### config.mk
export PLATFORM = sky130hd
export DESIGN_NAME = sram_arbiter
export DESIGN_NICKNAME = d
export VERILOG_FILES = /design/src/rtl/sram_arbiter.sv
export SDC_FILE = /design/constraint.sdc
export NUM_CORES = 1
export LEC_CHECK = 0
export CAP_MARGIN = 10
export CORE_AREA = 2 2 161 163
export DETAILED_ROUTE_END_ITERATION = 10
export DIE_AREA = 0 0 163 165
export PLACE_DENSITY_LB_ADDON = 0.12
export SETUP_SLACK_MARGIN = 0.05
export SLEW_MARGIN = 20
export SYNTH_ARGS = -nofsm -noshare
export SYNTH_HDL_FRONTEND = slang
export SYNTH_SLANG_ARGS = --single-unit
### constraint.sdc
create_clock -name clk_50mhz -period 2.6 [get_ports clk_50mhz]
set_input_delay 0.52 -clock clk_50mhz [delete_from_list [all_inputs] [get_ports clk_50mhz]]
set_output_delay 0.52 -clock clk_50mhz [all_outputs]
set_load 0.01 [all_outputs]
### src/rtl/sram_arbiter.sv
// Two-port round-robin arbiter in front of a pair of 16-bit asynchronous SRAM chips that together
// hold 32-bit words. Every SRAM-side and requester-side output is registered.
module sram_arbiter #(
  parameter int unsigned WAIT_CYCLES = 2
) (
  input  logic        clk_50mhz,
  input  logic        reset,

  input  logic        p0_req,
  input  logic        p0_we,
  input  logic [17:0] p0_addr,
  input  logic [31:0] p0_wdata,
  input  logic [3:0]  p0_be,
  output logic        p0_ack,
  output logic [31:0] p0_rdata,

  input  logic        p1_req,
  input  logic        p1_we,
  input  logic [17:0] p1_addr,
  input  logic [31:0] p1_wdata,
  input  logic [3:0]  p1_be,
  output logic        p1_ack,
  output logic [31:0] p1_rdata,

  output logic [17:0] ram_addr,
  input  logic [31:0] ram_data_read,
  output logic [31:0] ram_data_write,
  output logic        ram_data_is_output,
  output logic [1:0]  ram_ce_n,
  output logic [1:0]  ram_ub_n,
  output logic [1:0]  ram_lb_n,
  output logic        ram_we_n,
  output logic        ram_oe_n
);

  typedef enum logic [2:0] {StIdle, StRd, StWsetup, StWr, StWhold} state_e;

  localparam logic [3:0] CntLoad = 4'(WAIT_CYCLES - 1);

  state_e      state_q, state_d;
  logic [3:0]  cnt_q, cnt_d;
  logic        gnt_q, gnt_d;
  logic        last_q, last_d;
  logic [17:0] addr_q, addr_d;
  logic [31:0] wdata_q, wdata_d;
  logic [3:0]  be_q, be_d;
  logic        sel;
  logic        done;
  logic        active;

  logic [17:0] ram_addr_q, ram_addr_d;
  logic [31:0] ram_wdata_q, ram_wdata_d;
  logic        drive_q, drive_d;
  logic [1:0]  ce_n_q, ce_n_d;
  logic [1:0]  ub_n_q, ub_n_d;
  logic [1:0]  lb_n_q, lb_n_d;
  logic        we_n_q, we_n_d;
  logic        oe_n_q, oe_n_d;
  logic        ack0_q, ack0_d;
  logic        ack1_q, ack1_d;
  logic [31:0] rdata0_q, rdata0_d;
  logic [31:0] rdata1_q, rdata1_d;

  always_comb begin
    state_d = state_q;
    cnt_d   = cnt_q;
    gnt_d   = gnt_q;
    last_d  = last_q;
    addr_d  = addr_q;
    wdata_d = wdata_q;
    be_d    = be_q;
    sel     = 1'b0;
    done    = 1'b0;
    unique case (state_q)
      StIdle: begin
        if (p0_req || p1_req) begin
          // A contested grant goes to the port that was not served last.
          sel     = (p0_req && p1_req) ? ~last_q : p1_req;
          gnt_d   = sel;
          last_d  = sel;
          addr_d  = sel ? p1_addr : p0_addr;
          wdata_d = sel ? p1_wdata : p0_wdata;
          be_d    = sel ? p1_be : p0_be;
          state_d = (sel ? p1_we : p0_we) ? StWsetup : StRd;
          cnt_d   = CntLoad;
        end
      end
      StRd: begin
        if (cnt_q == 4'd0) begin
          state_d = StIdle;
          done    = 1'b1;
        end else begin
          cnt_d = cnt_q - 4'd1;
        end
      end
      StWsetup: begin
        state_d = StWr;
        cnt_d   = CntLoad;
      end
      StWr: begin
        if (cnt_q == 4'd0) begin
          state_d = StWhold;
        end else begin
          cnt_d = cnt_q - 4'd1;
        end
      end
      StWhold: begin
        state_d = StIdle;
        done    = 1'b1;
      end
      default: state_d = StIdle;
    endcase
  end

  // Outputs are registered copies of what the next state requires, so pins change on the edge
  // that enters each state.
  always_comb begin
    active      = (state_d != StIdle);
    drive_d     = (state_d == StWsetup) || (state_d == StWr) || (state_d == StWhold);
    ram_addr_d  = active ? addr_d : ram_addr_q;
    ram_wdata_d = drive_d ? wdata_d : ram_wdata_q;
    ce_n_d      = active ? {~|be_d[3:2], ~|be_d[1:0]} : 2'b11;
    lb_n_d      = active ? {~be_d[2], ~be_d[0]} : 2'b11;
    ub_n_d      = active ? {~be_d[3], ~be_d[1]} : 2'b11;
    oe_n_d      = (state_d != StRd);
    we_n_d      = (state_d != StWr);
    ack0_d      = done & ~gnt_q;
    ack1_d      = done & gnt_q;
    rdata0_d    = rdata0_q;
    rdata1_d    = rdata1_q;
    // A read with no enabled byte leaves the previous data in place.
    if (done && (state_q == StRd) && (be_q != 4'd0)) begin
      if (gnt_q) rdata1_d = ram_data_read;
      else       rdata0_d = ram_data_read;
    end
  end

  always_ff @(posedge clk_50mhz) begin
    if (reset) begin
      state_q     <= StIdle;
      cnt_q       <= 4'd0;
      gnt_q       <= 1'b0;
      last_q      <= 1'b1;
      addr_q      <= 18'd0;
      wdata_q     <= 32'd0;
      be_q        <= 4'd0;
      ram_addr_q  <= 18'd0;
      ram_wdata_q <= 32'd0;
      drive_q     <= 1'b0;
      ce_n_q      <= 2'b11;
      ub_n_q      <= 2'b11;
      lb_n_q      <= 2'b11;
      we_n_q      <= 1'b1;
      oe_n_q      <= 1'b1;
      ack0_q      <= 1'b0;
      ack1_q      <= 1'b0;
      rdata0_q    <= 32'd0;
      rdata1_q    <= 32'd0;
    end else begin
      state_q     <= state_d;
      cnt_q       <= cnt_d;
      gnt_q       <= gnt_d;
      last_q      <= last_d;
      addr_q      <= addr_d;
      wdata_q     <= wdata_d;
      be_q        <= be_d;
      ram_addr_q  <= ram_addr_d;
      ram_wdata_q <= ram_wdata_d;
      drive_q     <= drive_d;
      ce_n_q      <= ce_n_d;
      ub_n_q      <= ub_n_d;
      lb_n_q      <= lb_n_d;
      we_n_q      <= we_n_d;
      oe_n_q      <= oe_n_d;
      ack0_q      <= ack0_d;
      ack1_q      <= ack1_d;
      rdata0_q    <= rdata0_d;
      rdata1_q    <= rdata1_d;
    end
  end

  assign ram_addr           = ram_addr_q;
  assign ram_data_write     = ram_wdata_q;
  assign ram_data_is_output = drive_q;
  assign ram_ce_n           = ce_n_q;
  assign ram_ub_n           = ub_n_q;
  assign ram_lb_n           = lb_n_q;
  assign ram_we_n           = we_n_q;
  assign ram_oe_n           = oe_n_q;
  assign p0_ack             = ack0_q;
  assign p1_ack             = ack1_q;
  assign p0_rdata           = rdata0_q;
  assign p1_rdata           = rdata1_q;

endmodule

==> metrics.txt <==
PD cells=805 mW/mm^2; dpl hpwl=15,200 um; CP endpoint kind=flip-flop; Synth cell types=42; Power Total=9.00 mW; # nets final=1,131; CTS tree=built; share of the synthesized area in the top cell type=50.8%; placed insts=1,295; post-route insts no fill=1,327; Core Area=0.0250 mm^2; GP Congestion=0.761; Clk pin slew, worst setup/hold paths=0.07 ns; Clk Tree Root Cell=clkbuf_16; most common cell after layout, fill and taps aside=clkdlybuf4s50_1; GRT Util Overall=16.8%; most frequent cells in the layout=269 x clkdlybuf4s50_1, 188 x dfxtp_1, 71 x nor2_1; post-layout util=44.6%; Max rail drop VDD=397 uV; HP Class=flip-flop to flip-flop; Seq pwr share=39.8%; Worst slew margin=48.7%; cts bufs inserted=17; Die Height=165 um; Gate Count Post-Synth=735; Syn Area/Cell=10.1 um^2; largest net degree at the start of global routing=61; Sw Ratio=30.6%; Post-CTS Setup Bufs=0; cell-internal power=6.24 mW; Worst path depth=7; Clk pwr share=30.8%; Worst path top cell family by delay=buffers and inverters; Slowest cell on crit path=clkdlybuf4s50_1; synthesis-to-finish area growth=50.9%; Post-Route WL=22,500 um; most frequent CP cell=mux2_2; I/O pins=271; gr ovfl total=0; final antenna-violating net count=0; # diodes=0; Residual DRC=0; Rows=58; Psw=2.76 mW; worst-path maximum fanout=34; Avg Vias per Cell=4.72; first-pass GRT wire length=35,200 um; post-synthesis sequential area ratio=50.8%; Vias=6,266; critical path, cell by cell=clkdlybuf4s50_1, buf_4, a21boi_2, mux2_2, a21oi_4, buf_12, mux2_2; Comb power frac=29.4%; area leader, netlist=dfxtp_1; PostCTS Resize Cnt=0; synth warn=0; Final Skew=0.0108 ns; RSZ-0062 raised after global routing=false; Die Wd=163 um; maxcap violations=0; Die Area=0.0269 mm^2; R2R cell count=7; Max stage delay on crit path=0.47 ns; critical path launch point type=input pin; Bufs and invs on worst path=3; share of post-route cells with drive strength above 1=10.3%; kind of critical path=input pin to flip-flop; worst-skew pair later-pin latency=0.43 ns; Synth Register Bits=188; CTS Buffer Depth=2; Least-Margin Pin Slew=0.768 ns; CTS Sinks=188; post-detailed-route wirelength per cell=17.0 um; setup TNS=0 ns; FMAX=0.459 GHz; Period minus WS final=2.18 ns; Starting Density=29.6%; drt pass-1 iters=4; Hold Buf Count CTS=0; WP data arrival=2.50 ns; Fin. Hold Viols=0; Synth Cell Area=0.00740 mm^2; vias in the first global route=6,414; critical path required time=2.92 ns; Max Slew Vio Count=0; outcome=finished, final reports clean; Final period util=83.8%; Net Count, Synth=882; Pleak=4.03 nW; ranking of synthesized cells by area=dfxtp_1 51%, mux2i_1 8.9%, mux2_2 5.0%, nor2b_1 4.6%, o32ai_1 4.0%; initial antenna violation count=2; hold depth=2; final setup violation count=0; htree depth=4; DRT iter0 DRCs=225; port bufs=270
## per-stage QoR
step / setup WS, ns / cell area [um^2] / hold WS [ns]
6_report: 0.422 / 11200 / 0.479
5_1_grt: 0.320 / 11200 / 0.510
4_1_cts: 0.434 / 11200 / 0.482
3_5_place_dp: -0.0328 / 10500 / 0.461
3_3_place_gp: -0.460 / 10500 / 0.459
2_1_floorplan: 0.432 / 7400 / 0.429
## layout make-up
class                   instances  area, um^2
multi-input cells             480        3330
flip-flops and latches        188        3760
clock inverters                14         203
clock buffers                  18         429
repair buffers                294        3020
inverters                       3        11.3
fillers                      2474       13900
well taps                     330         413
## layer usage
| layer | global-route usage, % | wire length, um | vias to the layer above | part of all wire, % |
|---|---|---|---|---|
| met4 | 6.60 | 579 | 0 | 2.6 |
| met1 | 21.1 | 9800 | 2921 | 44 |
| met3 | 5.02 | 1480 | 26 | 6.6 |
| li1 | - | - | 3141 | - |
| met2 | 27.0 | 10600 | 178 | 47 |
| met5 | 0 | 0 | - | 0 |
## worst register-to-register path, cell delays in order, from the launching register on
cell and delay, ns:
dfxtp_1 0.34, inv_1 0.06, ha_1 0.20, or3b_1 0.49, nor4_4 0.34, buf_12 0.28, mux2i_1 0.28, nor2_1 0.05
## power groups by stage
stage	combinational, mW	clock (mW)	sequential (mW)
2_1_floorplan	1.33	0	3.72
3_3_place_gp	2.68	0	3.64
3_5_place_dp	2.67	0	3.64
4_1_cts	2.68	2.87	3.58
5_1_grt	2.87	2.97	3.64
6_report	2.64	2.77	3.58
## path summary, 6_finish.rpt
path	from	slack (ns)	endpoint
min reg2reg	cnt_q[1]	0.48	cnt_q[1]
max reg2reg	cnt_q[0]	0.46	p1_rdata[23]
max	p1_req	0.42	ram_data_write[28]
min	cnt_q[1]	0.48	cnt_q[1]
## sequential cells by signal, summed over array words and instances, names as in the netlist, 3 cells and up
name,count
p0_rdata,32
ram_data_write,32
wdata_q,32
state_q,3
ram_addr,18
cnt_q,4
be_q,4
p1_rdata,32
addr_q,18
## cells in the mapped netlist (all sizes together)
cell type  number
nor4b           1
ha              1
mux2i          66
clkbuf         40
buf            24
or2             1
a211oi         32
a21oi          60
nand2b          2
o32a            1
a22o           19
inv             3
a21boi          2
nand2          56
or3b            2
or3             2
o21ai           2
or4bb           1
nor4            4
and4bb          1
nor2           72
dfxtp         188
o32ai          34
a311oi          5
mux2           33
a31oi          18
nand3b          4
nor3            2
o21a            1
nor3b           1
nor2b          55
a21bo           1
and3            1
## cell families (layout without fill, tap and decap cells)
logic type / count (synthesis) / in the layout / share of synthesized area [%]
AOI/OAI and AO/OA: 175 / 175 / 16.6
adders and majority gates: 1 / 1 / 0.169
buffers and inverters: 67 / 329 / 4.50
DFF: 188 / 188 / 50.8
muxes: 99 / 99 / 13.9
and+or+nand+nor: 205 / 205 / 14.0
No activity file was read; power rests on OpenSTA's default activity.
